==> src/rtl/demux_stripe_if.sv <==
// Byte-stream handshake between a byte source and the demux striping controller.
interface demux_stripe_if #(
  parameter int DATA_W = 8
);
  logic [DATA_W-1:0] in_data;
  logic              in_valid;
  logic              in_ready;

  modport master (output in_data, output in_valid, input in_ready);
  modport slave  (input in_data, input in_valid, output in_ready);
endinterface

==> src/rtl/demux_stripe_ctrl.sv <==
// Stripes a serial byte stream across 1, 2 or 4 demux lanes, padding stalled
// partial groups with the idle symbol and counting emitted and padded groups.
module demux_stripe_ctrl #(
  parameter int                 DATA_W    = 8,
  parameter logic [DATA_W-1:0]  IDLE_BYTE = 8'h7C,
  parameter int                 FLUSH_CYC = 4
) (
  input  logic              clk,
  input  logic              reset,
  demux_stripe_if.slave     s,
  input  logic [1:0]        lane_cfg,
  output logic [DATA_W-1:0] out0,
  output logic [DATA_W-1:0] out1,
  output logic [DATA_W-1:0] out2,
  output logic [DATA_W-1:0] out3,
  output logic              valid0,
  output logic              valid1,
  output logic              valid2,
  output logic              valid3,
  output logic              busy,
  output logic              cfg_err,
  output logic [15:0]       grp_cnt,
  output logic [7:0]        pad_cnt
);

  localparam logic [1:0] S_IDLE = 2'd0;
  localparam logic [1:0] S_FILL = 2'd1;
  localparam logic [1:0] S_PAD  = 2'd2;

  function automatic logic [7:0] sat_inc8(input logic [7:0] v);
    return (v == 8'hFF) ? v : v + 8'd1;
  endfunction

  logic [1:0]        state_q, state_d;
  logic [1:0]        ptr_q, ptr_d;
  logic [3:0]        idle_q, idle_d;
  logic [2:0]        n_q, n_d;
  logic [DATA_W-1:0] hold_q [4];
  logic [DATA_W-1:0] hold_d [4];
  logic [DATA_W-1:0] out_q [4];
  logic [DATA_W-1:0] out_d [4];
  logic [3:0]        vld_q, vld_d;
  logic              cfg_err_q, cfg_err_d;
  logic [15:0]       grp_q, grp_d;
  logic [7:0]        pad_q, pad_d;

  logic [2:0] cfg_n;
  logic [2:0] n_cur;
  logic [3:0] idle_inc;
  logic       accept;
  logic       emit;
  logic       pad;

  // Ready is gated by the raw reset input so nothing is taken while reset is held.
  assign s.in_ready = reset && (state_q != S_PAD);
  assign accept     = s.in_valid && s.in_ready;
  assign idle_inc   = idle_q + 4'd1;

  always_comb begin
    case (lane_cfg)
      2'b00:   cfg_n = 3'd1;
      2'b01:   cfg_n = 3'd2;
      default: cfg_n = 3'd4;
    endcase
  end

  // The width is only re-sampled at the first byte of a group.
  assign n_cur = (state_q == S_IDLE) ? cfg_n : n_q;

  always_comb begin
    state_d   = state_q;
    ptr_d     = ptr_q;
    idle_d    = idle_q;
    n_d       = n_q;
    hold_d    = hold_q;
    out_d     = out_q;
    vld_d     = 4'b0000;
    cfg_err_d = cfg_err_q;
    grp_d     = grp_q;
    pad_d     = pad_q;
    emit      = 1'b0;
    pad       = 1'b0;

    case (state_q)
      S_IDLE: begin
        ptr_d  = 2'd0;
        idle_d = 4'd0;
        if (accept) begin
          n_d = cfg_n;
          if (lane_cfg == 2'b11) cfg_err_d = 1'b1;
          if (cfg_n == 3'd1) begin
            emit = 1'b1;
          end else begin
            hold_d[0] = s.in_data;
            ptr_d     = 2'd1;
            state_d   = S_FILL;
          end
        end
      end
      S_FILL: begin
        if (accept) begin
          idle_d = 4'd0;
          if ({1'b0, ptr_q} == n_q - 3'd1) begin
            emit    = 1'b1;
            ptr_d   = 2'd0;
            state_d = S_IDLE;
          end else begin
            hold_d[ptr_q] = s.in_data;
            ptr_d         = ptr_q + 2'd1;
          end
        end else begin
          // An accept in the timeout cycle takes the branch above, so it wins.
          idle_d = idle_inc;
          if (idle_inc == 4'(FLUSH_CYC)) state_d = S_PAD;
        end
      end
      S_PAD: begin
        emit    = 1'b1;
        pad     = 1'b1;
        pad_d   = sat_inc8(pad_q);
        ptr_d   = 2'd0;
        idle_d  = 4'd0;
        state_d = S_IDLE;
      end
      default: begin
        state_d = S_IDLE;
        ptr_d   = 2'd0;
        idle_d  = 4'd0;
      end
    endcase

    if (emit) begin
      grp_d = grp_q + 16'd1;
      for (int i = 0; i < 4; i++) begin
        if (3'(i) >= n_cur) begin
          out_d[i] = '0;
        end else begin
          vld_d[i] = 1'b1;
          if ({1'b0, ptr_q} > 3'(i))
            out_d[i] = hold_q[i];
          else if (pad)
            out_d[i] = IDLE_BYTE;
          else
            out_d[i] = s.in_data;
        end
      end
    end
  end

  always_ff @(posedge clk) begin
    if (!reset) begin
      state_q   <= S_IDLE;
      ptr_q     <= 2'd0;
      idle_q    <= 4'd0;
      n_q       <= 3'd1;
      vld_q     <= 4'b0000;
      cfg_err_q <= 1'b0;
      grp_q     <= 16'd0;
      pad_q     <= 8'd0;
      for (int i = 0; i < 4; i++) out_q[i] <= '0;
    end else begin
      state_q   <= state_d;
      ptr_q     <= ptr_d;
      idle_q    <= idle_d;
      n_q       <= n_d;
      vld_q     <= vld_d;
      cfg_err_q <= cfg_err_d;
      grp_q     <= grp_d;
      pad_q     <= pad_d;
      for (int i = 0; i < 4; i++) out_q[i] <= out_d[i];
    end
  end

  // Held bytes are only meaningful below ptr, so they need no reset.
  always_ff @(posedge clk) begin
    for (int i = 0; i < 4; i++) hold_q[i] <= hold_d[i];
  end

  assign out0    = out_q[0];
  assign out1    = out_q[1];
  assign out2    = out_q[2];
  assign out3    = out_q[3];
  assign valid0  = vld_q[0];
  assign valid1  = vld_q[1];
  assign valid2  = vld_q[2];
  assign valid3  = vld_q[3];
  assign busy    = (state_q != S_IDLE);
  assign cfg_err = cfg_err_q;
  assign grp_cnt = grp_q;
  assign pad_cnt = pad_q;

endmodule

==> src/flat_wrapper.sv <==
// flat-port wrapper written by rule: the top's interface ports become plain ports
module demux_stripe_ctrl_flat 
#(
  parameter int                 DATA_W    = 8,
  parameter logic [DATA_W-1:0]  IDLE_BYTE = 8'h7C,
  parameter int                 FLUSH_CYC = 4
)
  (clk, reset, lane_cfg, out0, out1, out2, out3, valid0, valid1, valid2, valid3, busy, cfg_err, grp_cnt, pad_cnt, s_in_data, s_in_valid, s_in_ready);
  demux_stripe_if #(.DATA_W(DATA_W)) s_i ();
  input  logic clk;
  input  logic reset;
  input  logic [1:0] lane_cfg;
  output logic [DATA_W-1:0] out0;
  output logic [DATA_W-1:0] out1;
  output logic [DATA_W-1:0] out2;
  output logic [DATA_W-1:0] out3;
  output logic valid0;
  output logic valid1;
  output logic valid2;
  output logic valid3;
  output logic busy;
  output logic cfg_err;
  output logic [15:0] grp_cnt;
  output logic [7:0] pad_cnt;
  input wire logic [$bits(s_i.in_data)-1:0] s_in_data;
  input wire logic [$bits(s_i.in_valid)-1:0] s_in_valid;
  output wire logic [$bits(s_i.in_ready)-1:0] s_in_ready;
  assign s_i.in_data = s_in_data;
  assign s_i.in_valid = s_in_valid;
  assign s_in_ready = s_i.in_ready;
  demux_stripe_ctrl #(.DATA_W(DATA_W), .IDLE_BYTE(IDLE_BYTE), .FLUSH_CYC(FLUSH_CYC)) u_core (.clk(clk), .reset(reset), .s(s_i), .lane_cfg(lane_cfg), .out0(out0), .out1(out1), .out2(out2), .out3(out3), .valid0(valid0), .valid1(valid1), .valid2(valid2), .valid3(valid3), .busy(busy), .cfg_err(cfg_err), .grp_cnt(grp_cnt), .pad_cnt(pad_cnt));
endmodule
==> config.mk <==
export PLATFORM = sky130hd
export DESIGN_NAME = demux_stripe_ctrl_flat
export DESIGN_NICKNAME = d
export VERILOG_FILES = /design/src/rtl/demux_stripe_if.sv /design/src/rtl/demux_stripe_ctrl.sv /design/src/flat_wrapper.sv
export SDC_FILE = /design/constraint.sdc
export NUM_CORES = 1
export LEC_CHECK = 0
export CORE_ASPECT_RATIO = 0.7
export CORE_MARGIN = 3
export CORE_UTILIZATION = 40
export CTS_CLUSTER_SIZE = 24
export DETAILED_ROUTE_END_ITERATION = 12
export SKIP_CTS_REPAIR_TIMING = 1
export SKIP_LAST_GASP = 1
export SYNTH_ARGS = -nofsm -noshare
export SYNTH_HDL_FRONTEND = slang
export SYNTH_SLANG_ARGS = --single-unit
==> constraint.sdc <==
create_clock -name clk -period 6.1 [get_ports clk]
set_input_delay 0.915 -clock clk [delete_from_list [all_inputs] [get_ports clk]]
set_output_delay 0.915 -clock clk [all_outputs]
set_load 0.1 [all_outputs]
==> metrics.txt, run 1 <==
# TYPE chip_impl_metric gauge
chip_impl_metric{name="worst_clock_skew",unit="ns"} 0.007520
chip_impl_metric{name="gp_routability_congestion",unit=""} 0.7940
chip_impl_metric{name="worst-slew-pin-transition",unit="ns"} 1.142
chip_impl_metric{name="cts-buffers-inserted",unit=""} 9
chip_impl_info{name="synth-main-ff-cell",value="dfxtp_1"} 1
chip_impl_metric{name="route.vias.total",unit=""} 3415
chip_impl_metric{name="route.detailed.drc",unit=""} 0
chip_impl_metric{name="floorplan_core_area",unit="um^2"} 10060
chip_impl_metric{name="top_level_ports",unit=""} 76
chip_impl_metric{name="setup_tns",unit="ns"} 0
chip_impl_info{name="clock_tree.root_cell",value="clkbuf_16"} 1
chip_impl_metric{name="die-area",unit="um^2"} 11980
chip_impl_metric{name="cp_data_arrival_time",unit="ns"} 2.97
chip_impl_metric{name="vdd.ir_drop.worst",unit="mV"} 0.1681
chip_impl_metric{name="antenna-diode-count",unit=""} 0
chip_impl_metric{name="detail-route-antenna-nets",unit=""} 0
chip_impl_metric{name="drt_first_pass_iters",unit=""} 5
chip_impl_metric{name="insertion_delay",unit="ns"} 0.34
chip_impl_metric{name="whs_path_depth",unit=""} 1
chip_impl_info{name="layout_common_cells",value="clkdlybuf4s50_1, dfxtp_1, nand2_1, nor2_1, edfxtp_1"} 1
chip_impl_metric{name="grt_pass1_vias",unit=""} 3214
chip_impl_info{name="worst-setup-path-type",value="in -> out"} 1
chip_impl_metric{name="yosysUniqueCellTypes",unit=""} 61
chip_impl_metric{name="detailedPlacementHpwl",unit="um"} 7332
chip_impl_metric{name="fmaxAchievable",unit="GHz"} 0.2576
chip_impl_info{name="tritoncts",value="done"} 1
chip_impl_metric{name="effective_utilization_at_floorplan",unit="%"} 42.46
chip_impl_metric{name="cap_violations",unit=""} 0
chip_impl_metric{name="die_height",unit="um"} 92.46
chip_impl_metric{name="num_rows",unit=""} 30
chip_impl_metric{name="final_min_period_over_clock_period",unit="%"} 63.63
chip_impl_metric{name="grt_remaining_overflow",unit=""} 0
chip_impl_metric{name="total_grt_usage",unit="%"} 17.90
chip_impl_metric{name="report.final.slew_viol_count",unit=""} 0
chip_impl_metric{name="finalCriticalPeriod",unit="ns"} 3.881
chip_impl_metric{name="critical_path_required",unit="ns"} 5.18
chip_impl_metric{name="worstRegToRegCells",unit=""} 6
chip_impl_metric{name="synth-warning-count",unit=""} 0
chip_impl_metric{name="hold_viol",unit=""} 0
chip_impl_metric{name="via_per_inst",unit=""} 5.517
chip_impl_metric{name="cp_max_fo",unit=""} 23
chip_impl_metric{name="ctsHtreeMaxLevel",unit=""} 3
chip_impl_metric{name="avgRoutedWirePerCell",unit="um"} 16.60
chip_impl_metric{name="io_buffers",unit=""} 75
chip_impl_metric{name="syn-mean-instance-area",unit="um^2"} 10.12
chip_impl_metric{name="synth_async_sr_flop_share",unit="%"} 0
chip_impl_info{name="worst_setup_path_end_kind",value="primary output"} 1
chip_impl_metric{name="finalCoreUtilization",unit="%"} 53.32
chip_impl_metric{name="areaGrowthSynthToFinish",unit="%"} 25.57
chip_impl_metric{name="cts.path.max_buffers",unit=""} 2
chip_impl_info{name="setup_repair_after_global_routing_missed_its_margin",value="no"} 1
chip_impl_metric{name="static-leakage-power",unit="nW"} 1.855
chip_impl_metric{name="post_synth_instance_area",unit="um^2"} 4272
chip_impl_metric{name="synth_nets",unit=""} 443
chip_impl_metric{name="synth_enable_flop_cells",unit=""} 24
chip_impl_metric{name="path_clk_slew",unit="ns"} 0.06
chip_impl_metric{name="power-per-cell-area",unit="nW/um^2"} 261.5
chip_impl_metric{name="routed_wl",unit="um"} 10280
chip_impl_metric{name="fraction_of_final_layout_cells_sized_beyond_drive_strength_1",unit="%"} 6.721
chip_impl_metric{name="ys_ff_latch",unit=""} 96
chip_impl_metric{name="antenna_found_initial",unit=""} 0
chip_impl_metric{name="timing.final.setup_violations",unit=""} 0
chip_impl_metric{name="dr.first_iter.drc_count",unit=""} 199
chip_impl_info{name="status",value="finished clean"} 1
chip_impl_info{name="hold_path.class",value="reg -> reg"} 1
chip_impl_info{name="startpoint_type",value="input port"} 1
chip_impl_metric{name="pin_count_of_the_biggest_net_entering_global_routing",unit=""} 36
chip_impl_metric{name="synthesis.instances",unit=""} 422
chip_impl_metric{name="synth.yosys.seq_area_share",unit="%"} 50.62
chip_impl_metric{name="slew-limit-headroom",unit="%"} 23.89
chip_impl_metric{name="cts.sinks",unit=""} 96
chip_impl_metric{name="fin_nets",unit=""} 507
chip_impl_metric{name="grt_pass1_wl",unit="um"} 17050
chip_impl_info{name="layout.cells.most_common",value="clkdlybuf4s50_1"} 1
chip_impl_metric{name="dieWidth",unit="um"} 129.5
## power breakdown
part | switching (mW) | internal [mW] | total, mW
Combinational | 0.151 | 0.0569 | 0.208
Sequential | 0.0137 | 0.669 | 0.683
Clock | 0.235 | 0.277 | 0.512
Total | 0.400 | 1.00 | 1.40
## Yosys cell counts, drive strengths merged (9+ instances only)
library cell  count  share of area, %
a211oi           10               2.3
a21oi            21               2.5
a22o              9               1.8
a32o             16               3.7
and2             11               1.6
buf              13               1.4
clkbuf           12               1.1
dfxtp            72                34
edfxtp           24                17
inv              14               1.2
mux2i            16               3.7
nand2            38               3.3
nand2b           19               2.8
nand3            15               1.8
nor2             37               3.3
o21ai            17               2.0
## routing by layer
layer | track usage (%) | share of wire, % | vias to the layer above
met1 | 25.55 | 49 | 1644
met2 | 26.42 | 44 | 85
met4 | 5.104 | 1.0 | 0
met3 | 5.072 | 6.3 | 10
li1 | - | - | 1676
met5 | 0 | 0 | -
## flip-flops by register name (all words and copies together), names as in the netlist
register,cells
u_core.cfg_err,1
u_core.grp_cnt,16
u_core.hold_q,24
u_core.idle_q,4
u_core.n_q,3
u_core.out0,8
u_core.out1,8
u_core.out2,8
u_core.out3,8
u_core.pad_cnt,8
u_core.ptr_q,2
u_core.state_q,2
u_core.vld_q,4
## cell families after synthesis
group	Yosys count	share of synthesized area [%]
AOI/OAI and AO/OA	105	19.19
xor gates and xnor gates	9	2.373
adders and majority gates	8	2.343
buffers and inverters	40	3.808
DFF	96	50.62
muxes	17	4.013
and+or+nand+nor	147	17.66
## layout make-up
cell class	instances	area (um^2)
Clock buffer	11	232.7
Clock inverter	5	33.78
Fill cell	909	4696
Inverter	15	56.30
Multi-Input combinational cell	286	1948
Sequential cell	96	2162
Tap cell	128	160.2
Timing Repair Buffer	78	770.7
## worst max-delay path: stages
cell and delay [ns]:
clkdlybuf4s50_1 1.01, buf_4 0.33, clkinv_1 0.08, buf_4 0.20, nor2_1 0.12, buf_4 0.30
## path summary, 6_finish.rpt
kind	from	endpoint	slack, ns
worst max register to register	u_core.n_q[0]$_SDFFE_PN1P_	u_core.grp_cnt[0]$_SDFFE_PN0P_	3.55
worst min-delay path	u_core.idle_q[0]$_SDFF_PP0_	u_core.idle_q[0]$_SDFF_PP0_	0.45
worst min register to register	u_core.idle_q[0]$_SDFF_PP0_	u_core.idle_q[0]$_SDFF_PP0_	0.45
worst max-delay path	reset	s_in_ready	2.22
## through the flow
stage	hold WS [ns]	area, um^2	cells	setup slack (ns)	power (mW)
2_1_floorplan	0.4176	4272	422	2.383	0.8491
3_3_place_gp	0.4309	5097	603	2.242	0.9031
3_5_place_dp	0.4472	5097	603	2.175	0.9049
4_1_cts	0.4588	5364	619	2.249	1.420
5_1_grt	0.4750	5364	619	2.087	1.459
6_report	0.4486	5364	619	2.219	1.403
(Power assumes the default switching activity.)
==> inputs of run 2 (changes only) <==
clock period = 3.6 ns   (was 6.1 ns; I/O delays follow)
==> metrics.txt, run 2 (synthesis gave the netlist of run 1 again) <==
# TYPE chip_impl_metric gauge
chip_impl_metric{name="finalCriticalPeriod",unit="ns"} 2.601
chip_impl_info{name="layout_common_cells",value="clkdlybuf4s50_1, dfxtp_1, nand2_1, nor2_1, edfxtp_1"} 1
chip_impl_metric{name="cap_violations",unit=""} 0
chip_impl_metric{name="report.final.slew_viol_count",unit=""} 0
chip_impl_metric{name="worst_path_largest_cell_delay",unit="ns"} 0.69
chip_impl_metric{name="dr.first_iter.drc_count",unit=""} 265
chip_impl_metric{name="cts.path.max_buffers",unit=""} 2
chip_impl_metric{name="critical_path_required",unit="ns"} 3.89
chip_impl_metric{name="detail-route-antenna-nets",unit=""} 0
chip_impl_info{name="regMostFlops",value="u_core.hold_q"} 1
chip_impl_info{name="setup_repair_after_global_routing_missed_its_margin",value="no"} 1
chip_impl_metric{name="timing.final.setup_violations",unit=""} 0
chip_impl_metric{name="flip_flop_count_of_the_largest_register_after_layout",unit=""} 24
chip_impl_metric{name="die-area",unit="um^2"} 11980
chip_impl_info{name="startpoint_type",value="input port"} 1
chip_impl_metric{name="io_buffers",unit=""} 75
chip_impl_metric{name="effective_utilization_at_floorplan",unit="%"} 42.46
chip_impl_metric{name="power-per-cell-area",unit="nW/um^2"} 460.9
chip_impl_metric{name="grt_pass1_vias",unit=""} 3102
chip_impl_metric{name="floorplan_core_area",unit="um^2"} 10060
chip_impl_metric{name="worst_clock_skew",unit="ns"} 0.004338
chip_impl_info{name="timing.critical_path.mode_cell",value="buf_4"} 1
chip_impl_info{name="worst_setup_path_end_kind",value="register"} 1
chip_impl_metric{name="timing.critical_path.buf_inv",unit=""} 3
chip_impl_metric{name="gp_routability_congestion",unit=""} 0.8841
chip_impl_metric{name="num_rows",unit=""} 30
chip_impl_metric{name="slew-limit-headroom",unit="%"} 22.53
chip_impl_metric{name="total_grt_usage",unit="%"} 17.77
chip_impl_metric{name="fraction_of_final_layout_cells_sized_beyond_drive_strength_1",unit="%"} 8.283
chip_impl_metric{name="static-leakage-power",unit="nW"} 1.905
chip_impl_metric{name="avgRoutedWirePerCell",unit="um"} 16.51
chip_impl_metric{name="stdcell_count",unit=""} 623
chip_impl_info{name="critical-path-top-delay-family",value="buffers and inverters"} 1
chip_impl_metric{name="die_height",unit="um"} 92.46
chip_impl_metric{name="cts-buffers-inserted",unit=""} 9
chip_impl_info{name="hold_path.class",value="reg -> reg"} 1
chip_impl_info{name="layout.cells.most_common",value="clkdlybuf4s50_1"} 1
chip_impl_info{name="crit_path_top_delay_cell",value="nor4_1"} 1
chip_impl_metric{name="drt_first_pass_iters",unit=""} 5
chip_impl_metric{name="insertion_delay",unit="ns"} 0.35
chip_impl_metric{name="route.vias.total",unit=""} 3397
chip_impl_metric{name="cp_max_fo",unit=""} 28
chip_impl_metric{name="path_clk_slew",unit="ns"} 0.07
chip_impl_metric{name="areaGrowthSynthToFinish",unit="%"} 27.62
chip_impl_info{name="path_cells",value="clkdlybuf4s50_1 -> buf_4 -> nand2_1 -> nor4_1 -> buf_4 -> a32o_1"} 1
chip_impl_metric{name="routed_wl",unit="um"} 10290
chip_impl_metric{name="holdWs",unit="ns"} 0.4575
chip_impl_info{name="worst-setup-path-type",value="in -> reg"} 1
chip_impl_metric{name="vdd.ir_drop.worst",unit="mV"} 0.3230
chip_impl_metric{name="antenna_found_initial",unit=""} 0
chip_impl_metric{name="cp_data_arrival_time",unit="ns"} 2.89
chip_impl_metric{name="ctsHtreeMaxLevel",unit=""} 3
chip_impl_metric{name="worst-slew-pin-transition",unit="ns"} 1.162
chip_impl_metric{name="setup_tns",unit="ns"} 0
chip_impl_metric{name="detailedPlacementHpwl",unit="um"} 7253
chip_impl_metric{name="via_per_inst",unit=""} 5.453
chip_impl_metric{name="finalCoreUtilization",unit="%"} 54.19
chip_impl_metric{name="fmaxAchievable",unit="GHz"} 0.3845
chip_impl_metric{name="top_level_ports",unit=""} 76
chip_impl_info{name="tritoncts",value="done"} 1
chip_impl_metric{name="grt_pass1_wl",unit="um"} 16930
chip_impl_metric{name="fin_nets",unit=""} 511
chip_impl_metric{name="pin_count_of_the_biggest_net_entering_global_routing",unit=""} 36
chip_impl_metric{name="finalInstanceArea",unit="um^2"} 5451
chip_impl_metric{name="placedCellCount",unit=""} 607
chip_impl_metric{name="hold_viol",unit=""} 0
chip_impl_info{name="clock_tree.root_cell",value="clkbuf_16"} 1
chip_impl_info{name="status",value="finished clean"} 1
chip_impl_metric{name="fill_cells",unit=""} 906
chip_impl_metric{name="dieWidth",unit="um"} 129.5
chip_impl_metric{name="grt_remaining_overflow",unit=""} 0
chip_impl_metric{name="antenna-diode-count",unit=""} 0
chip_impl_metric{name="cts.sinks",unit=""} 96
chip_impl_metric{name="final_min_period_over_clock_period",unit="%"} 72.25
chip_impl_metric{name="dpl-instance-area",unit="um^2"} 5137
chip_impl_metric{name="route.detailed.drc",unit=""} 0
==> run 2: cell count changes in the layout (fill, tap and decap cells not counted), sizes merged <==
cell / previous run / this run
buf: 4 / 9
clkinv: 4 / 2
bufinv: 0 / 1
clkbuf: 11 / 10
inv: 15 / 17
clkdlybuf4s50: 74 / 73
==> run 2: cell type report <==
cell class / instances / area, um^2 / area share (%)
sequential: 96 / 2162 / 39.66
multi-input combinational: 286 / 1948 / 35.74
timing repair buffer: 82 / 810.8 / 14.87
clock buffer: 10 / 239.0 / 4.384
tap: 128 / 160.2 / 2.938
clock inverter: 6 / 75.07 / 1.377
inverter: 15 / 56.30 / 1.033
==> run 2: path summary, 6_finish.rpt <==
path / depth (start not counted) / endpoint / from / slack [ns]
min reg2reg: 1 / u_core.idle_q[0]$_SDFF_PP0_ / u_core.idle_q[0]$_SDFF_PP0_ / 0.46
max reg2reg: 6 / u_core.grp_cnt[0]$_SDFFE_PN0P_ / u_core.n_q[0]$_SDFFE_PN1P_ / 1.04
min: 1 / u_core.idle_q[0]$_SDFF_PP0_ / u_core.idle_q[0]$_SDFF_PP0_ / 0.46
max: 6 / u_core.out3[0]$_SDFFE_PN0P_ / reset / 1.0
==> run 2: routing by layer <==
metal	part of all wire, %	vias to the layer above	track usage (%)
met1	50	1620	26.37
met4	0.87	0	3.633
met2	43	90	25.30
li1	-	1675	-
met3	6.4	12	5.706
met5	0	-	0
==> run 2: where the power goes <==
| group | switching [mW] | internal, mW | total, mW | leakage (nW) |
|---|---|---|---|---|
| sequential | 0.0229 | 1.13 | 1.16 | 0.801 |
| clock | 0.433 | 0.569 | 1.00 | 0.152 |
| combinational | 0.256 | 0.0985 | 0.355 | 0.952 |
| total | 0.712 | 1.80 | 2.51 | 1.90 |
==> run 2: metrics by stage <==
step	total power, mW	setup WS, ns
2_1_floorplan	1.439	0.5321
3_3_place_gp	1.533	0.7369
3_5_place_dp	1.535	0.7153
4_1_cts	2.537	0.9749
5_1_grt	2.608	0.8460
6_report	2.513	0.9990
